[config.mk]
export PLATFORM = sky130hd
export DESIGN_NAME = decode_stage_hz
export DESIGN_NICKNAME = d
export VERILOG_FILES = /design/src/rtl/riscv_pkg.sv /design/src/rtl/hazard_detect_lu.sv /design/src/rtl/decode_stage_hz.sv
export SDC_FILE = /design/constraint.sdc
export NUM_CORES = 2
export LEC_CHECK = 0
export CAP_MARGIN = 20
export CORE_ASPECT_RATIO = 1.4
export CORE_MARGIN = 2
export CORE_UTILIZATION = 30
export CTS_CLUSTER_SIZE = 20
export DETAILED_ROUTE_END_ITERATION = 16
export SYNTH_ARGS = -nofsm -noshare
export SYNTH_HDL_FRONTEND = slang
export SYNTH_HIERARCHICAL = 1
export SYNTH_SLANG_ARGS = --single-unit
[constraint.sdc]
create_clock -name clk -period 4.9 [get_ports clk]
set_clock_uncertainty 0.15 [all_clocks]
set_input_delay 0.735 -clock clk [delete_from_list [all_inputs] [get_ports clk]]
set_output_delay 0.735 -clock clk [all_outputs]
set_load 0.02 [all_outputs]
[src/rtl/riscv_pkg.sv]
// Shared RV32 decode definitions: opcodes, immediate formats, ALU operation
// codes and the ID/EX control bundle.
package riscv_pkg;

    localparam logic [6:0] OP_R      = 7'b0110011;
    localparam logic [6:0] OP_I      = 7'b0010011;
    localparam logic [6:0] OP_LOAD   = 7'b0000011;
    localparam logic [6:0] OP_STORE  = 7'b0100011;
    localparam logic [6:0] OP_BRANCH = 7'b1100011;
    localparam logic [6:0] OP_JAL    = 7'b1101111;
    localparam logic [6:0] OP_LUI    = 7'b0110111;
    localparam logic [6:0] OP_AUIPC  = 7'b0010111;

    typedef enum logic [2:0] {
        IMM_NONE,
        IMM_I,
        IMM_S,
        IMM_B,
        IMM_J,
        IMM_U
    } imm_src_t;

    localparam logic [2:0] ALU_ADD = 3'd0;
    localparam logic [2:0] ALU_SUB = 3'd1;
    localparam logic [2:0] ALU_AND = 3'd2;
    localparam logic [2:0] ALU_OR  = 3'd3;
    localparam logic [2:0] ALU_XOR = 3'd4;
    localparam logic [2:0] ALU_SLT = 3'd5;

    typedef struct packed {
        logic       reg_write;
        logic       alu_src;
        logic       mem_write;
        logic       result_src;
        logic       branch;
        logic [2:0] alu_ctrl;
    } idex_ctrl_t;

    // funct3 selects the operation; sub is instr[30] for R-type, 0 for OP-IMM.
    function automatic logic [2:0] alu_decode(input logic [2:0] funct3, input logic sub);
        logic [2:0] op;
        case (funct3)
            3'b000:  op = sub ? ALU_SUB : ALU_ADD;
            3'b010:  op = ALU_SLT;
            3'b100:  op = ALU_XOR;
            3'b110:  op = ALU_OR;
            3'b111:  op = ALU_AND;
            default: op = ALU_ADD;
        endcase
        return op;
    endfunction

endpackage

[src/rtl/hazard_detect_lu.sv]
// Load-use hazard detector: compares the load sitting in the ID/EX slot with
// the source registers of the instruction currently in ID.
module hazard_detect_lu #(
    parameter int RAW = 5
) (
    input  logic           valid_e,
    input  logic           result_src_e,
    input  logic           reg_write_e,
    input  logic [RAW-1:0] rd_e,
    input  logic           valid_d,
    input  logic [RAW-1:0] rs1_d,
    input  logic [RAW-1:0] rs2_d,
    input  logic           uses_rs1_d,
    input  logic           uses_rs2_d,
    input  logic           hold_e,
    output logic           lu,
    output logic           stall_d
);

    logic load_in_e;
    logic src_match;

    assign load_in_e = valid_e && result_src_e && reg_write_e && (rd_e != '0);
    assign src_match = ((rd_e == rs1_d) && uses_rs1_d) || ((rd_e == rs2_d) && uses_rs2_d);

    assign lu      = load_in_e && valid_d && src_match;
    assign stall_d = lu || hold_e;

endmodule

[src/rtl/decode_stage_hz.sv]
// RV32 decode stage with register file, immediate generation, load-use stall
// and the ID/EX register. Define DECODE_WB_BYPASS_EN for WB-to-ID write-through.
module decode_stage_hz
    import riscv_pkg::*;
#(
    parameter int XLEN = 32,
    parameter int NREG = 32,
    parameter int RAW  = 5
) (
    input  logic            clk,
    input  logic            rst,
    input  logic            valid_d,
    input  logic [31:0]     instr_d,
    input  logic [XLEN-1:0] pc_d,
    input  logic [XLEN-1:0] pc_plus4_d,
    input  logic [XLEN-1:0] result_w,
    input  logic            reg_write_w,
    input  logic [RAW-1:0]  rd_w,
    input  logic            flush_e,
    input  logic            hold_e,
    output logic            stall_d,
    output logic            valid_e,
    output logic            reg_write_e,
    output logic            alu_src_e,
    output logic            mem_write_e,
    output logic            result_src_e,
    output logic            branch_e,
    output logic [2:0]      alu_ctrl_e,
    output logic [XLEN-1:0] rd1_e,
    output logic [XLEN-1:0] rd2_e,
    output logic [XLEN-1:0] imm_e,
    output logic [XLEN-1:0] pc_e,
    output logic [XLEN-1:0] pc_plus4_e,
    output logic [RAW-1:0]  rs1_e,
    output logic [RAW-1:0]  rs2_e,
    output logic [RAW-1:0]  rd_e,
    output logic [RAW-1:0]  rs1_d,
    output logic [RAW-1:0]  rs2_d
);

    localparam int             IW       = $clog2(NREG);
    localparam logic [RAW:0]   NREG_LIM = (RAW+1)'(NREG);

    typedef struct packed {
        logic            valid;
        idex_ctrl_t      ctrl;
        logic [XLEN-1:0] rd1;
        logic [XLEN-1:0] rd2;
        logic [XLEN-1:0] imm;
        logic [XLEN-1:0] pc;
        logic [XLEN-1:0] pc_plus4;
        logic [RAW-1:0]  rs1;
        logic [RAW-1:0]  rs2;
        logic [RAW-1:0]  rd;
    } idex_t;

    function automatic logic in_range(input logic [RAW-1:0] a);
        return {1'b0, a} < NREG_LIM;
    endfunction

    logic [6:0]      opcode;
    logic [2:0]      funct3;
    logic [RAW-1:0]  rd_d;
    idex_ctrl_t      ctrl_d;
    imm_src_t        imm_src;
    logic            uses_rs1;
    logic            uses_rs2;
    logic [XLEN-1:0] imm_d;
    logic [XLEN-1:0] rd1_d;
    logic [XLEN-1:0] rd2_d;
    logic            lu;
    idex_t           idex_d;
    idex_t           idex_q;

    assign opcode = instr_d[6:0];
    assign funct3 = instr_d[14:12];
    assign rd_d   = RAW'(instr_d[11:7]);
    assign rs1_d  = RAW'(instr_d[19:15]);
    assign rs2_d  = RAW'(instr_d[24:20]);

    // NOTE: every signal written here gets a default first so no path leaves it unassigned (no latch).
    always_comb begin
        ctrl_d   = '0;
        imm_src  = IMM_NONE;
        uses_rs1 = 1'b1;
        uses_rs2 = 1'b0;
        case (opcode)
            OP_LOAD: begin
                ctrl_d.reg_write  = 1'b1;
                ctrl_d.alu_src    = 1'b1;
                ctrl_d.result_src = 1'b1;
                ctrl_d.alu_ctrl   = ALU_ADD;
                imm_src           = IMM_I;
            end
            OP_STORE: begin
                ctrl_d.mem_write = 1'b1;
                ctrl_d.alu_src   = 1'b1;
                ctrl_d.alu_ctrl  = ALU_ADD;
                imm_src          = IMM_S;
                uses_rs2         = 1'b1;
            end
            OP_R: begin
                ctrl_d.reg_write = 1'b1;
                ctrl_d.alu_ctrl  = alu_decode(funct3, instr_d[30]);
                uses_rs2         = 1'b1;
            end
            OP_I: begin
                ctrl_d.reg_write = 1'b1;
                ctrl_d.alu_src   = 1'b1;
                ctrl_d.alu_ctrl  = alu_decode(funct3, 1'b0);
                imm_src          = IMM_I;
            end
            OP_BRANCH: begin
                ctrl_d.branch   = 1'b1;
                ctrl_d.alu_ctrl = ALU_SUB;
                imm_src         = IMM_B;
                uses_rs2        = 1'b1;
            end
            OP_JAL: begin
                ctrl_d.reg_write = 1'b1;
                imm_src          = IMM_J;
                uses_rs1         = 1'b0;
            end
            OP_LUI, OP_AUIPC: begin
                ctrl_d.reg_write = 1'b1;
                ctrl_d.alu_src   = 1'b1;
                ctrl_d.alu_ctrl  = ALU_ADD;
                imm_src          = IMM_U;
                uses_rs1         = 1'b0;
            end
            default: ;
        endcase
        if (!valid_d) begin
            ctrl_d = '0;
        end
    end

    // Every format keeps its sign in instr[31], so the upper fill is shared.
    always_comb begin
        imm_d = {XLEN{instr_d[31]}};
        case (imm_src)
            IMM_I:   imm_d[11:0] = instr_d[31:20];
            IMM_S:   imm_d[11:0] = {instr_d[31:25], instr_d[11:7]};
            IMM_B:   imm_d[12:0] = {instr_d[31], instr_d[7], instr_d[30:25], instr_d[11:8], 1'b0};
            IMM_J:   imm_d[20:0] = {instr_d[31], instr_d[19:12], instr_d[20], instr_d[30:21], 1'b0};
            IMM_U:   imm_d[31:0] = {instr_d[31:12], 12'b0};
            default: imm_d = '0;
        endcase
    end

    logic [XLEN-1:0] rf [NREG];
    logic            wr_ok;
    logic            rs1_ok;
    logic            rs2_ok;

    assign wr_ok  = reg_write_w && (rd_w != '0) && in_range(rd_w);
    assign rs1_ok = (rs1_d != '0) && in_range(rs1_d);
    assign rs2_ok = (rs2_d != '0) && in_range(rs2_d);

    // NOTE: the register file is reset explicitly; software may read a register before writing it.
    always_ff @(posedge clk) begin
        if (!rst) begin
            for (int i = 0; i < NREG; i++) begin
                rf[i] <= '0;
            end
        end else if (wr_ok) begin
            rf[rd_w[IW-1:0]] <= result_w;
        end
    end

    always_comb begin
        rd1_d = rs1_ok ? rf[rs1_d[IW-1:0]] : '0;
        rd2_d = rs2_ok ? rf[rs2_d[IW-1:0]] : '0;
`ifdef DECODE_WB_BYPASS_EN
        if (wr_ok && (rd_w == rs1_d)) rd1_d = result_w;
        if (wr_ok && (rd_w == rs2_d)) rd2_d = result_w;
`endif
    end

    hazard_detect_lu #(
        .RAW(RAW)
    ) u_hazard (
        .valid_e     (idex_q.valid),
        .result_src_e(idex_q.ctrl.result_src),
        .reg_write_e (idex_q.ctrl.reg_write),
        .rd_e        (idex_q.rd),
        .valid_d     (valid_d),
        .rs1_d       (rs1_d),
        .rs2_d       (rs2_d),
        .uses_rs1_d  (uses_rs1),
        .uses_rs2_d  (uses_rs2),
        .hold_e      (hold_e),
        .lu          (lu),
        .stall_d     (stall_d)
    );

    always_comb begin
        idex_d.valid    = valid_d;
        idex_d.ctrl     = ctrl_d;
        idex_d.rd1      = rd1_d;
        idex_d.rd2      = rd2_d;
        idex_d.imm      = imm_d;
        idex_d.pc       = pc_d;
        idex_d.pc_plus4 = pc_plus4_d;
        idex_d.rs1      = rs1_d;
        idex_d.rs2      = rs2_d;
        idex_d.rd       = rd_d;
    end

    // Flush outranks hold; a load-use bubble only forms when EX is accepting.
    // NOTE: state registers use non-blocking assignments so all flops update from pre-edge values.
    always_ff @(posedge clk) begin
        if (!rst) begin
            idex_q <= '0;
        end else if (flush_e) begin
            idex_q <= '0;
        end else if (hold_e) begin
            idex_q <= idex_q;
        end else if (lu) begin
            idex_q <= '0;
        end else begin
            idex_q <= idex_d;
        end
    end

    assign valid_e      = idex_q.valid;
    assign reg_write_e  = idex_q.ctrl.reg_write;
    assign alu_src_e    = idex_q.ctrl.alu_src;
    assign mem_write_e  = idex_q.ctrl.mem_write;
    assign result_src_e = idex_q.ctrl.result_src;
    assign branch_e     = idex_q.ctrl.branch;
    assign alu_ctrl_e   = idex_q.ctrl.alu_ctrl;
    assign rd1_e        = idex_q.rd1;
    assign rd2_e        = idex_q.rd2;
    assign imm_e        = idex_q.imm;
    assign pc_e         = idex_q.pc;
    assign pc_plus4_e   = idex_q.pc_plus4;
    assign rs1_e        = idex_q.rs1;
    assign rs2_e        = idex_q.rs2;
    assign rd_e         = idex_q.rd;

endmodule

---- Word-level counts from Yosys, hierarchy flattened ----
Memory sizes are Yosys's and may differ from the RTL's.
Index checks and enable logic that the tools add are counted.
operators by class
  reductions and logical operators ........ 26
  equal/unequal tests ..................... 19
  mux-type cells .......................... 27
  bitwise gates (word level) .............. 1
operators with widths
  operator              count
  $mux W184             1
  $mux W32              3
  $pmux W12 S4          1
  $reduce_or A32 Y1     1
  $pmux W3 S5           2
  $pmux W8 S3           1
  $pmux W11 S2          1
  $eq A7 B6 Y1 const B  3
  $reduce_bool A5 Y1    4
  $eq A3 B3 Y1 const B  5
  $eq A7 B5 Y1 const B  2
  $eq A7 B7 Y1 const B  2
  $mux W1               13
  $pmux W3 S4           1
  $eq A5 B5 Y1          2
  $eq A3 B2 Y1 const B  3
  $pmux W3 S3           1
  $reduce_or A3 Y1      3
  $logic_and A1 B1 Y1   8
  $mux W8               1
  $reduce_or A2 Y1      4
  $eq A7 B2 Y1 const B  1
  $reduce_or A6 Y1      1
  $mux W5               1
  7 further kinds       8
word-level totals
  register bits after elaboration ......... 184
  memories kept ........................... 1
  output and inout port bits .............. 195
  word-level logic and storage cells ...... 89
  input bits .............................. 139
  memory bits (writable) .................. 1,024
memories
  name  depth  width  read ports  clocked after Yosys merged registers in  wr ports  RTL line                RTL
  rf    32     32     2           0                                        32        decode_stage_hz.sv:151  logic [XLEN-1:0] rf [NREG];

---- Logic depth before layout (Yosys ltp) ----
  word-level depth ........................ 7
  depth in mapped cells ................... 12
  gate-level depth less buffers ........... 11

---- Modules after synthesis ----
The synthesis kept the hierarchy.
by module, submodules not included
  module            sequential area each (µm²)  area each (µm²)  cells an instance  instances
  decode_stage_hz   34,433.0                    60,986.0         4,435              1
  hazard_detect_lu  0.0                         151.4            19                 1

---- Worst setup path after synthesis ----
No wires, ideal clock.
  path type ............................... input -> register
  start ................................... in rd_w[3]
  end ..................................... mem rf[16][0], enable pin
  setup slack ............................. 620 ps
  data arrival time ....................... 3,664 ps
  stages .................................. 3
  required time ........................... 4,284 ps
  library setup time ...................... 466 ps
  path buffers ............................ 1
  cells stage by stage .................... or3b_2 clkbuf_1 o21ai_0
RTL lines
  what                RTL line                RTL
  start: declaration  decode_stage_hz.sv:18   input logic [RAW-1:0] rd_w,
  end: declaration    decode_stage_hz.sv:151

---- Final worst setup path ----
  start ................................... in instr_d[6]
  end ..................................... out stall_d
on the way
  longest elaborated chain between the ends .. 7
  elaborated cells on any way between the ends .. 15
  those cells by class .................... eq/ne: 6; mux: 2; reduce/logical: 7
ends and longest elaborated chain
  what                                        RTL line                RTL
  start: declaration                          decode_stage_hz.sv:13   input logic [31:0] instr_d,
  $eq A7 B6 Y1, or another cell as far along  decode_stage_hz.sv:87   case (opcode)
  $reduce_or A3 Y1 (no line) (*)              -
  $mux W1 (*)                                 decode_stage_hz.sv:87
  via uses_rs1                                decode_stage_hz.sv:66   logic uses_rs1;
  $logic_and A1 B1 Y1 (*)                     hazard_detect_lu.sv:24  assign src_match = ((rd_e == rs1_d) && uses_rs1_d) || ((rd_e == rs2_d) && uses_rs2_d);
  $logic_or A1 B1 Y1 (*)                      hazard_detect_lu.sv:24
  $logic_and A1 B1 Y1 (*)                     hazard_detect_lu.sv:26  assign lu = load_in_e && valid_d && src_match;
  $logic_or A1 B1 Y1 (*)                      hazard_detect_lu.sv:27  assign stall_d = lu || hold_e;
  end: declaration                            decode_stage_hz.sv:21   output logic stall_d,
The timed path passes the listed nets; every way through them passes the cells marked *.

==> flow_summary.yaml <==
global_route:
  antenna_found_initial: 32
  grt.total_usage_pct: 22.4
  grt_max_degree: 137
  grt_overflow_total: 0
  grt_pass1_wl_um: 327000
  grt_pass1_vias: 42500
route:
  viasPerCell: 5.74
  ant_nets: 0
  drt_iter0_drc: 4993
  dr.pass1.iters: 5
  met2WireLength_um: 115000
  drcViolationCount: 0
  route.met3.wl_um: 23100
  met1Wirelength_um: 84800
  totalWireLength_um: 238000
  avgRoutedWirePerCell_um: 32.0
  vias: 42800
  top_layer_used: "met5"
sta:
  period_minus_slack_ns: 4.22
  rsz0062_at_grt: "no"
  finalSetupTns_ns: 0
  relSlewSlack_pct: 25.1
  hold_violations: 0
  max_freq_mhz: 237
  report.final.slew_viol_count: 0
  setup_viol_count_final: 0
  worst_pin_slew_ns: 1.12
  period_share_pct: 86.2
  finalWorstSetupSlack_ns: 0.678
  hold_ws_ns: 0.272
setup_path:
  crit_fanout: 8
  crit_family: "buffers and inverters"
  cp.arrival_ns: 3.34
  cp_cell_sequence: "clkdlybuf4s50_1 -> or3b_2 -> a21oi_2 -> inv_1 -> and2_0 -> a32oi_1 -> o21bai_1 -> clkdlybuf4s50_1"
  worst_path_most_repeated_cell: "clkdlybuf4s50_1"
  path_class: "in -> out"
  cp-start-kind: "primary input"
  required_ns: 4.01
  end_kind: "output pin"
  worstPathBufferInverterCount: 3
  crit_path_max_incr_delay_ns: 0.58
  critPathSlowestCell: "or3b_2"
finish:
  drive_gt1_share_pct: 18.1
  multi_input_area_sq_mm: 0.0252
  final_cell_count_no_fill: 7452
  area_delta_synth_final_pct: 19.4
  fin_nets: 4800
  final-seq-area_sq_mm: 0.0344
  nFillCells: 19500
yosys:
  synth_area_sq_mm: 0.0611
  yosys_warnings: 6
  ys_seq_elements: 1208
  ys_types: 59
  synthTopCellsByCount: "1024 x edfxtp_1, 1000 x and2_1, 374 x mux2i_1"
  synth_edf_count: 1024
  ys_async_sr_fraction_pct: 0
  synth_area_leader_cell: "edfxtp_1"
  syn_inst: 4454
  avgSynthCellArea_sq_um: 13.7
  synth.area.top_cells: "edfxtp_1 50%, mux4_2 12%, and2_1 10%"
  ys.flop_type: "edfxtp_1"
  synth_top_area_share_pct: 50.3
  synth-seq-area-share_pct: 56.3
  synth.most_common_cell: "edfxtp_1"
clocking:
  cts-buffers-inserted: 131
  cts_buffer_depth: 3
  cts_tree: "yes"
  cts.clk_slew.worst_paths_ns: 0.05
  cts_resized: 0
  clk_latency_ns: 0.81
  clock-sinks: 1208
  htreeDepth: 4
  cts_root_buffer: "clkbuf_16"
  hold_buffers: 0
  postCtsSetupBuffers: 0
floorplanning:
  die_y_um: 538
  initial_core_util_pct: 30.1
  top_level_ports: 334
  fp.dieW_um: 386
  die_area_sq_mm: 0.207
  rows: 196
  core-area_sq_mm: 0.203
run:
  maxCapViolCount: 0
place:
  port_buffers: 333
  dp_slack_ns: 0.544
  dp_hpwl_um: 149000
  gp_congestion: 0.873
  placed_cells: 7193
power_and_ir_drop:
  leakagePower_nw: 25.3
  powerDensity_mw_per_mm2: 348
  ir_worst_vdd_mv: 0.343
  total_power_mw: 25.4
outcome:
  outcome: "finished, final reports clean"
min_path:
  hold_class: "in -> reg"
## tightest hold or removal path, cell delays in order
cell and delay [ns]:
buf_6 0.23, nand2_1 0.12, a21oi_1 0.05
## layout by cell type, fill, tap and decap left out, types with 8 or more instances in the layout
cell,n
a2111oi_2,30
a21oi_1,126
a221oi_1,8
a22o_1,101
a22oi_1,254
a311oi_1,8
a32oi_1,11
and2_1,997
buf_12,44
buf_4,132
bufinv_16,12
clkbuf_1,23
clkbuf_16,136
clkbuf_8,17
clkdlybuf4s50_1,322
clkinv_1,13
clkinv_2,23
conb_1,32
dfxtp_1,184
diode_2,9
edfxtp_1,1024
inv_6,9
mux2_2,8
mux2i_1,374
mux4_2,323
nand2_1,62
nand3_1,58
nand3b_1,8
nand4_1,15
nor2_1,108
nor2_4,34
nor3_1,11
o211ai_1,8
o21ai_0,19
o21ai_4,30
o221ai_1,32
o22ai_1,34
xor2_1,8
## final timing paths
check	from	to	slack [ns]	cells after the start
worst max-delay path	instr_d[6]	stall_d	0.68	8
worst min-delay path	hold_e	branch_e$_SDFFE_PP0N_	0.27	3
worst max register to register	rd_e[0]$_SDFFE_PP0N_	rd2_e[15]$_SDFFE_PP0N_	1.83	10
worst min register to register	imm_e[31]$_SDFFE_PP0N_	imm_e[31]$_SDFFE_PP0N_	0.30	2
## layer usage
layer	vias to the layer above	global-route usage (%)
li1	17400	-
met1	22000	26.1
met2	2718	37.9
met3	729	5.03
met4	24	12.8
met5	-	0
## layout make-up
type	count	area share, %
antenna	9	0.0309
clock buffer	174	5.03
clock inverter	68	1.13
inverter	7	0.0377
multi-input combinational	2797	34.6
sequential	1208	47.2
tap	2673	4.58
timing repair buffer	516	7.42
## per-stage QoR
step,util (%),instance area (sq um)
after global routing,35.9,73000
after CTS,35.8,72800
final,35.9,73000
after detailed placement,33.6,68300
after global placement,33.6,68200
after floorplan,-,61300
## kinds of logic (layout without fill, tap and decap cells)
logic type | after synthesis | count (layout) | share of synthesized area (%)
XOR/XNOR | 11 | 11 | 0.158
AND/OR/NAND/NOR | 1355 | 1355 | 12.9
AO/OA/AOI/OAI | 687 | 687 | 8.40
other | 1 | 41 | 0.00613
multiplexers | 712 | 712 | 18.5
buffers and inverters | 480 | 765 | 3.71
flip-flops | 1208 | 1208 | 56.3
## flip-flops by register name, summed over array words and instances (netlist names)
register,cells
rs2_e,5
pc_plus4_e,32
rf,1024
rd1_e,32
valid_e,1
mem_write_e,1
result_src_e,1
imm_e,32
alu_ctrl_e,3
alu_src_e,1
branch_e,1
pc_e,32
rs1_e,5
rd2_e,32
reg_write_e,1
rd_e,5
## power breakdown
part / switching, mW / total [mW] / internal (mW)
clock: 4.48 / 10.5 / 5.98
combinational: 1.78 / 2.94 / 1.17
sequential: 0.299 / 12.0 / 11.7
total: 6.55 / 25.4 / 18.8
No activity file was read; power rests on OpenSTA's default activity.
